$ cat src/rtl/scaler_pkg.sv
// Shared widths, reset constants and the stage-1 payload for the multi-channel scaler.
package scaler_pkg;

  localparam int unsigned DEF_DATA_W  = 16;
  localparam int unsigned DEF_GAIN_W  = 16;
  localparam int unsigned DEF_SHIFT_W = 5;
  localparam int unsigned DEF_NUM_CH  = 4;
  localparam int unsigned DEF_CH_W    = $clog2(DEF_NUM_CH);
  localparam int unsigned DEF_PROD_W  = DEF_DATA_W + DEF_GAIN_W;

  // Passthrough configuration restored on reset.
  localparam logic [DEF_GAIN_W-1:0]  GAIN_UNITY = DEF_GAIN_W'(1);
  localparam logic [DEF_SHIFT_W-1:0] SHIFT_ZERO = DEF_SHIFT_W'(0);

  // Stage-1 register: full-precision product plus the shift it must be scaled by.
  typedef struct packed {
    logic                   valid;
    logic [DEF_CH_W-1:0]    ch;
    logic [DEF_PROD_W-1:0]  prod;
    logic [DEF_SHIFT_W-1:0] shift;
  } s1_payload_t;

endpackage

$ cat src/rtl/scaler_cfg_regs.sv
// Per-channel gain/shift register file: one write port, combinational read by channel.
// Unknown channels read back as gain 0 / shift 0 so their samples come out as 0.
module scaler_cfg_regs
  import scaler_pkg::*;
#(
  parameter int unsigned GAIN_W  = DEF_GAIN_W,
  parameter int unsigned SHIFT_W = DEF_SHIFT_W,
  parameter int unsigned NUM_CH  = DEF_NUM_CH,
  parameter int unsigned CH_W    = $clog2(NUM_CH)
) (
  input  logic               clk,
  input  logic               reset,
  input  logic               we,
  input  logic [CH_W-1:0]    wr_ch,
  input  logic [GAIN_W-1:0]  wr_gain,
  input  logic [SHIFT_W-1:0] wr_shift,
  input  logic [CH_W-1:0]    rd_ch,
  output logic [GAIN_W-1:0]  rd_gain_c,
  output logic [SHIFT_W-1:0] rd_shift_c
);

  logic [GAIN_W-1:0]  gain  [NUM_CH];
  logic [SHIFT_W-1:0] shift [NUM_CH];
  logic               rd_ok;

  // Register file update; reset returns every channel to passthrough.
  always_ff @(posedge clk) begin
    if (reset) begin
      for (int i = 0; i < int'(NUM_CH); i++) begin
        gain[i]  <= GAIN_W'(GAIN_UNITY);
        shift[i] <= SHIFT_W'(SHIFT_ZERO);
      end
    end else if (we && (32'(wr_ch) < NUM_CH)) begin
      gain[wr_ch]  <= wr_gain;
      shift[wr_ch] <= wr_shift;
    end
  end

  // Combinational read for the sample being accepted this cycle.
  always_comb begin
    rd_ok      = (32'(rd_ch) < NUM_CH);
    rd_gain_c  = '0;
    rd_shift_c = '0;
    if (rd_ok) begin
      rd_gain_c  = gain[rd_ch];
      rd_shift_c = shift[rd_ch];
    end
  end

endmodule

$ cat src/rtl/multi_channel_scaler.sv
// Two-stage per-channel gain/shift scaler with saturation and sticky overflow flags.
// Optional: define SCALER_ROUND_EN for round-half-up instead of truncation.
module multi_channel_scaler
  import scaler_pkg::*;
#(
  parameter int unsigned DATA_W  = DEF_DATA_W,
  parameter int unsigned GAIN_W  = DEF_GAIN_W,
  parameter int unsigned SHIFT_W = DEF_SHIFT_W,
  parameter int unsigned NUM_CH  = DEF_NUM_CH,
  parameter int unsigned CH_W    = $clog2(NUM_CH)
) (
  input  logic               clk,
  input  logic               reset,
  input  logic               in_valid,
  output logic               in_ready,
  input  logic [CH_W-1:0]    in_ch,
  input  logic [DATA_W-1:0]  in_data,
  output logic               out_valid,
  input  logic               out_ready,
  output logic [CH_W-1:0]    out_ch,
  output logic [DATA_W-1:0]  out_data,
  output logic               out_sat,
  input  logic               cfg_we,
  input  logic [CH_W-1:0]    cfg_ch,
  input  logic [GAIN_W-1:0]  cfg_gain,
  input  logic [SHIFT_W-1:0] cfg_shift,
  output logic [NUM_CH-1:0]  ovf_flags,
  input  logic               ovf_clr
);

  localparam int unsigned PROD_W = DATA_W + GAIN_W;
  localparam int unsigned EXT_W  = PROD_W + 1;

  logic               adv;
  logic [GAIN_W-1:0]  rd_gain;
  logic [SHIFT_W-1:0] rd_shift;
  s1_payload_t        s1;
  logic [EXT_W-1:0]   sum;
  logic [EXT_W-1:0]   r;
  logic               s2_sat;
  logic [DATA_W-1:0]  s2_data;
  logic [NUM_CH-1:0]  ovf_set;

  scaler_cfg_regs #(
    .GAIN_W  (GAIN_W),
    .SHIFT_W (SHIFT_W),
    .NUM_CH  (NUM_CH),
    .CH_W    (CH_W)
  ) u_cfg (
    .clk        (clk),
    .reset      (reset),
    .we         (cfg_we),
    .wr_ch      (cfg_ch),
    .wr_gain    (cfg_gain),
    .wr_shift   (cfg_shift),
    .rd_ch      (in_ch),
    .rd_gain_c  (rd_gain),
    .rd_shift_c (rd_shift)
  );

  // Pipeline moves whenever the output slot is empty or being drained.
  always_comb begin
    adv      = !out_valid || out_ready;
    in_ready = adv;
  end

  // Stage 1: full-precision multiply using the config seen before any same-cycle write.
  always_ff @(posedge clk) begin
    if (reset) begin
      s1 <= '0;
    end else if (adv) begin
      s1.valid <= in_valid;
      if (in_valid) begin
        s1.ch    <= in_ch;
        s1.prod  <= PROD_W'(in_data) * PROD_W'(rd_gain);
        s1.shift <= rd_shift;
      end
    end
  end

  // Stage 2 math: optional rounding (one extra bit so it cannot wrap), shift, saturate.
  always_comb begin
`ifdef SCALER_ROUND_EN
    sum = {1'b0, s1.prod};
    if (s1.shift != '0) begin
      sum = {1'b0, s1.prod} + (EXT_W'(1) << (s1.shift - SHIFT_W'(1)));
    end
`else
    sum = {1'b0, s1.prod};
`endif
    r       = sum >> s1.shift;
    s2_sat  = |r[EXT_W-1:DATA_W];
    s2_data = s2_sat ? '1 : r[DATA_W-1:0];
  end

  // Stage 2 output register; holds steady under backpressure.
  always_ff @(posedge clk) begin
    if (reset) begin
      out_valid <= 1'b0;
      out_ch    <= '0;
      out_data  <= '0;
      out_sat   <= 1'b0;
    end else if (adv) begin
      out_valid <= s1.valid;
      if (s1.valid) begin
        out_ch   <= s1.ch;
        out_data <= s2_data;
        out_sat  <= s2_sat;
      end
    end
  end

  // A saturated sample leaving the block marks its channel.
  always_comb begin
    ovf_set = '0;
    if (out_valid && out_ready && out_sat) begin
      ovf_set = NUM_CH'(1) << out_ch;
    end
  end

  // Sticky flags; a new set beats a simultaneous clear.
  always_ff @(posedge clk) begin
    if (reset) begin
      ovf_flags <= '0;
    end else begin
      ovf_flags <= (ovf_clr ? '0 : ovf_flags) | ovf_set;
    end
  end

endmodule

$ cat config.mk
export PLATFORM = sky130hd
export DESIGN_NAME = multi_channel_scaler
export DESIGN_NICKNAME = d
export VERILOG_FILES = /design/src/rtl/scaler_pkg.sv /design/src/rtl/scaler_cfg_regs.sv /design/src/rtl/multi_channel_scaler.sv
export SDC_FILE = /design/constraint.sdc
export NUM_CORES = 1
export LEC_CHECK = 0
export ABC_CLOCK_PERIOD_IN_PS = 8300
export CORE_MARGIN = 2
export CORE_UTILIZATION = 55
export CTS_BUF_LIST = sky130_fd_sc_hd__clkbuf_2
export DETAILED_ROUTE_END_ITERATION = 8
export GPL_ROUTABILITY_DRIVEN = 0
export GPL_TIMING_DRIVEN = 0
export PLACE_DENSITY = 0.74
export REMOVE_ABC_BUFFERS = 1
export SETUP_SLACK_MARGIN = 0.02
export SLEW_MARGIN = 20
export SYNTH_ARGS = -nofsm -noshare
export SYNTH_HDL_FRONTEND = slang
export SYNTH_SLANG_ARGS = --single-unit
$ cat constraint.sdc
create_clock -name clk -period 8.3 [get_ports clk]
set_input_delay 0.83 -clock clk [delete_from_list [all_inputs] [get_ports clk]]
set_output_delay 0.83 -clock clk [all_outputs]
set_load 0.05 [all_outputs]
==> results.toml, run 1 <==
[status]
status = "complete, no violations"

[layout]
layout_common_cells = "inv_1 (231), nand2_1 (216), and2_1 (206)"
multi_input_area_um2 = 11000
layout-drive-gt1-share = 0.0624
n_fill_cell = 2475
final_common_cell = "inv_1"
final_nets = 2031
final_area_um2 = 17300
area_delta_synth_final_pct = 7.30
seq_area_um2 = 3810
fin_util = 0.600

[synthesis]
async_flop_share = 0
ys.warnings.count = 0
ys_ff_latch = 148
synth-seq-area-share = 0.236
ys_types = 67
synth_edf_count = 84
ys.flop_type = "edfxtp_1"
netlist_instances = 1687
postSynthAreaPerCell_um2 = 9.54
syn_area_um2 = 16100

[sta]
fin_ws_ps = 781
grt_setup_unrepaired = "no"
max_slew_margin = 0.278
min_period_ps = 7520
clock_skew_ps = 88.1
fmax_mhz = 133
final-hold-violation-count = 0
holdWs_ps = 439
setup_viol = 0
worst_pin_slew_ps = 1080
timing.final.crit_share = 0.906
maxSlewViolCount = 0

[clock_network]
clk_pin_slew_ps = 300
post_cts_buffers = 0
cts_root_buf = "clkbuf_2"
cts_tree = "yes"
ctsHoldBuffers = 0
insertion_delay_ps = 770
post_cts_resized = 0
htreeDepth = 4
clockBufferDepth = 2
numCtsBuffers = 17
cts_sinks = 148

[worst_setup_path]
cp-end-kind = "flop"
crit_slowest_cell = "mux4_2"
r2r_slack_ps = 1020
worstPathMaxFanout = 16
timing.critical_path.mode_cell = "fa_1"
cp.arrival_ps = 8190
crit_chain = "buf_2 -> buf_16 -> mux4_2 -> and2_1 -> fa_1 -> inv_1 -> fa_1 -> fa_1 -> fa_1 -> inv_1 -> fa_1 -> inv_1 -> fa_1 -> inv_1 -> ha_1 -> and4_1 -> or3b_2 -> nor3b_1 -> a211o_1 -> a31oi_1 -> or4b_2 -> nand3_1"
r2r_end = "s1[35]"
rr_worst_depth = 20
start_kind = "input port"
slowest_delay_ps = 740
reg2reg_from = "u_cfg.gain[3][4]"
path_class = "input port to flop"
required_ps = 8980

[worst_hold_path]
hold_start = "in_ch[0]"
whs_path_depth = 3
hold_class = "input port to flop"
worst_hold_path.endpoint = "s1[37]"

[floorplanning]
top_level_ports = 72
start_util = 0.559
core_um2 = 28800
fp.dieH_um = 175
die_w_um = 175
die_area_um2 = 30600
rows = 62

[placement]
io_buffers = 71
post-dp-hpwl_mm = 27.2
post_dp_cell_area_um2 = 17000
post-place-ws_ps = -549

[route]
post-route-drc-count = 0
drt_iter0_drc = 711
detail_route.wl_per_cell_um = 17.2
wirelength_mm = 35.9
drt-vias-per-instance = 5.74
antenna_left = 0
vias = 11964
dr.pass1.iters = 5

[global_route]
grt_pass1_wl_mm = 61.9
antenna_found_initial = 1
gr-usage-all-layers = 0.251
grt_start_max_net_pins = 43
grt_pass1_vias = 12693
grt.overflow.total = 0

[run]
maxCapViolations = 0
-- metal layers --
| metal | track usage | part of all wire |
|---|---|---|
| met5 | 0 | 0 |
| met4 | 0.0813 | 0.026 |
| met3 | 0.0285 | 0.049 |
| met2 | 0.452 | 0.51 |
| met1 | 0.316 | 0.41 |
-- critical path, delay by kind of cell --
family	cells	cell delay, ps
compound gates	2	470
fa+ha+maj	7	3390
mux	1	740
simple gates	6	2030
buf+inv	6	710
-- area by class of cell --
| cell class | count | share of cell area |
|---|---|---|
| inverters | 234 | 0.0509 |
| repair buffers | 76 | 0.0460 |
| clock buffers | 17 | 0.00493 |
| diodes | 1 | 0.000145 |
| clock inverters | 15 | 0.0102 |
| flip-flops and latches | 148 | 0.221 |
| well taps | 384 | 0.0278 |
| multi-input cells | 1209 | 0.639 |
-- metrics by stage --
stage | std cells | TNS (ps)
after floorplan | 1591 | 0
after global placement | 2046 | -10250
after detailed placement | 2051 | -1650
after CTS | 2083 | 0
after global routing | 2084 | 0
final | 2084 | 0
-- flip-flops by register name (all words and copies together), names as in the netlist --
name	cells
u_cfg.gain	64
s1	40
u_cfg.shift	20
out_data	16
ovf_flags	4
out_ch	2
out_sat	1
out_valid	1
-- kinds of logic (layout without fill, tap and decap cells) --
| family | Yosys count | after routing | synth area share |
|---|---|---|---|
| other | 0 | 1 | 0 |
| muxes | 71 | 71 | 0.0744 |
| xor gates and xnor gates | 21 | 21 | 0.0114 |
| adders and majority gates | 298 | 298 | 0.322 |
| buffers and inverters | 330 | 342 | 0.0782 |
| AOI/OAI and AO/OA | 248 | 248 | 0.0968 |
| and+or+nand+nor | 571 | 571 | 0.180 |
| DFF | 148 | 148 | 0.236 |
-- worst max path at each step --
stage                         from      to
after detailed placement  in_ch[1]  s1[35]
final                     in_ch[0]  s1[35]
after global routing      in_ch[0]  s1[35]
after floorplan           in_ch[0]  s1[35]
after global placement    in_ch[0]  s1[35]
after CTS                 in_ch[1]  s1[35]
-- cells in the mapped netlist (6+ instances only) --
library cell  count  area [µm²]
inv_1           231         867
nand2_1         217         815
and2_1          206        1290
fa_1            194        3880
ha_1            104        1300
edfxtp_1         84        2520
a21oi_1          79         395
clkbuf_1         77         289
dfxtp_1          64        1280
nor2_1           50         188
o21ai_0          50         250
mux4_2           38         856
mux2i_1          25         250
nor3_1           25         125
a211oi_1         24         180
nand3_1          21         105
xnor2_1          18         158
o22ai_1          16         100
a22o_1           12         105
nand2b_1         12        75.1
o21a_1           12        90.1
buf_1            11        41.3
a31oi_1           8        50.1
mux2_2            8        90.1
o211ai_1          7        52.6
or2_2             6        37.5
Power of run 1 is left out: the tool's default activity adds up to more than one toggle a clock period on the data nets, which glitch-free logic cannot reach.
==> run 2: changes to the inputs <==
--- a/constraint.sdc
+++ b/constraint.sdc
@@ -3,2 +3,2 @@
 set_output_delay 0.83 -clock clk [all_outputs]
-set_load 0.05 [all_outputs]
+set_load 0.1 [all_outputs]
==> results of run 2 <==
Same layout as run 1: the final DEF is identical, and so are final timing and power.
Power of run 2 is left out for the same reason.
==> run 3: changes to the inputs <==
- CORE_MARGIN: 2 -> 4
- SYNTH_HIERARCHICAL: default -> 1
==> results.toml, run 3 <==
[worst_setup_path]
start_kind = "input port"
cp.arrival_ps = 8320
r2r_slack_ps = 800
cp-end-kind = "flop"
path_class = "input port to flop"
required_ps = 8910
crit_chain = "buf_2 -> buf_12 -> mux4_2 -> and2_1 -> fa_1 -> inv_1 -> fa_1 -> fa_1 -> fa_1 -> inv_1 -> fa_1 -> inv_1 -> fa_1 -> inv_1 -> ha_1 -> nor2_1 -> a211oi_1 -> a21oi_1 -> a2111oi_2 -> o221ai_1 -> o31ai_1 -> o31ai_1 -> xor2_1 -> a211oi_1"
crit_slowest_cell = "mux4_2"
endpoint = "s1[34]"
timing.critical_path.mode_cell = "fa_1"
rr_worst_depth = 22
reg2reg_from = "u_cfg/gain[2][4]"
worstSetupStartpoint = "in_ch[0]"
slowest_delay_ps = 760
r2r_end = "s1[34]"
worstPathMaxFanout = 16

[sta]
holdWs_ps = 475
clock_skew_ps = 52.7
final-hold-violation-count = 0
max_slew_margin = 0.315
grt_setup_unrepaired = "no"
worst_pin_slew_ps = 1030
min_period_ps = 7700
setup_viol = 0
maxSlewViolCount = 0
timing.final.crit_share = 0.928
fmax_mhz = 130
fin_ws_ps = 597

[clock_network]
cts_sinks = 148
clk_pin_slew_ps = 270
numCtsBuffers = 17
ctsHoldBuffers = 0
cts_root_buf = "clkbuf_2"
post_cts_resized = 1
post_cts_buffers = 0
htreeDepth = 4
clockBufferDepth = 2
cts_tree = "yes"
insertion_delay_ps = 730

[route]
dr.pass1.iters = 5
antenna_left = 0
top_layer = "met4"
drt-vias-per-instance = 5.60
vias = 11487
post-route-drc-count = 0
wl_met3_mm = 2.01
drt_iter0_drc = 657
wirelength_mm = 35.0
detail_route.wl_per_cell_um = 17.1
wl_met2_mm = 17.9
wl_met1_mm = 14.5

[status]
status = "complete, no violations"

[worst_hold_path]
hold_class = "flop to flop"

[synthesis]
ys.warnings.count = 6
ys_types = 66
synth.area.top_cells = "fa_1 (24%), edfxtp_1 (16%), ha_1 (8.1%), and2_1 (8.1%), dfxtp_1 (8.0%)"
synth_commonest_cells = "nand2_1 (251), inv_1 (230), and2_1 (207)"
synth-seq-area-share = 0.238
yosysMostFrequentCell = "nand2_1"
synth_top_family_by_area = "adder cells"
ys_ff_latch = 148
ys.flop_type = "edfxtp_1"
yosys.area_share.adder = 0.325
yosys.area.top_type_share = 0.243
synth-simple-area-share = 0.181
postSynthAreaPerCell_um2 = 9.71
syn_area_um2 = 16000
synth_top_area_cell = "fa_1"
synthMuxAreaShare = 0.0812
netlist_instances = 1644
synthXorXnorAreaFrac = 0.0137
async_flop_share = 0
synth_compound_area_frac = 0.0818
synth_edf_count = 84

[floorplanning]
core_um2 = 28700
die_area_um2 = 31800
top_level_ports = 72
rows = 62
fp.dieH_um = 178
start_util = 0.556
die_w_um = 178

[global_route]
gr-usage-all-layers = 0.233
grt.overflow.total = 0
grt_pass1_wl_mm = 59.5
grt_start_max_net_pins = 76
antenna_found_initial = 1
grt_pass1_vias = 12047

[layout]
final_cells = 2050
area_delta_synth_final_pct = 7.14
final_nets = 1997
final_common_cell = "nand2_1"
largest_register = "u_cfg/gain"
layout_common_cells = "nand2_1 (250), inv_1 (230), and2_1 (206)"
largest_register_ffs = 64
reg.largest.list = "u_cfg/gain x64, s1 x40, u_cfg/shift x20"
layout-drive-gt1-share = 0.0631
fin_util = 0.596

[run]
maxCapViolations = 0

[placement]
post-dp-hpwl_mm = 25.8
post-place-ws_ps = -792
io_buffers = 71
place_inst = 2016
-- run 3: worst max-delay path, delay by kind of cell --
family                     cells  cell delay (ps)
muxes                          1              760
AOI/OAI and AO/OA              7             2140
adders and majority gates      7             3350
and+or+nand+nor                2              360
xor gates and xnor gates       1              170
buffers and inverters          6              670
-- run 3: worst min path at each step --
stage / from / end / cells past startpoint
2_1_floorplan: s1[5] / s1[5] / 2
3_3_place_gp: s1[38] / out_ch[1] / 2
3_5_place_dp: s1[38] / out_ch[1] / 2
4_1_cts: in_ch[0] / s1[37] / 3
5_1_grt: in_ch[0] / s1[37] / 3
6_report: out_data[5] / out_data[5] / 2
-- run 3: kinds of logic after synthesis --
logic type,count (synthesis)
compound gates,206
xor+xnor,25
fa+ha+maj,298
buf+inv,317
flops,148
mux,71
simple gates,579
-- run 3: per-stage QoR --
stage	setup TNS [ps]	instance area [µm²]
after global routing	0	17100
after floorplan	0	15600
after detailed placement	-5010	16800
after CTS	0	17100
final	0	17100
after global placement	-14520	16800
-- run 3: final cells by class --
type / count / area [µm²]
multi-input combinational: 1179 / 10900
tap: 384 / 480
fill: 2474 / 11600
clock buffer: 17 / 85.1
clock inverter: 15 / 189
antenna: 1 / 2.50
sequential: 148 / 3810
timing repair buffer: 74 / 749
inverter: 232 / 871
-- run 3: metal layers --
| layer | vias to the layer above | track usage |
|---|---|---|
| met1 | 5759 | 0.302 |
| met3 | 42 | 0.0394 |
| met4 | 0 | 0.0521 |
| li1 | 5365 | - |
| met5 | - | 0 |
| met2 | 321 | 0.413 |
Power of run 3 is left out for the same reason.
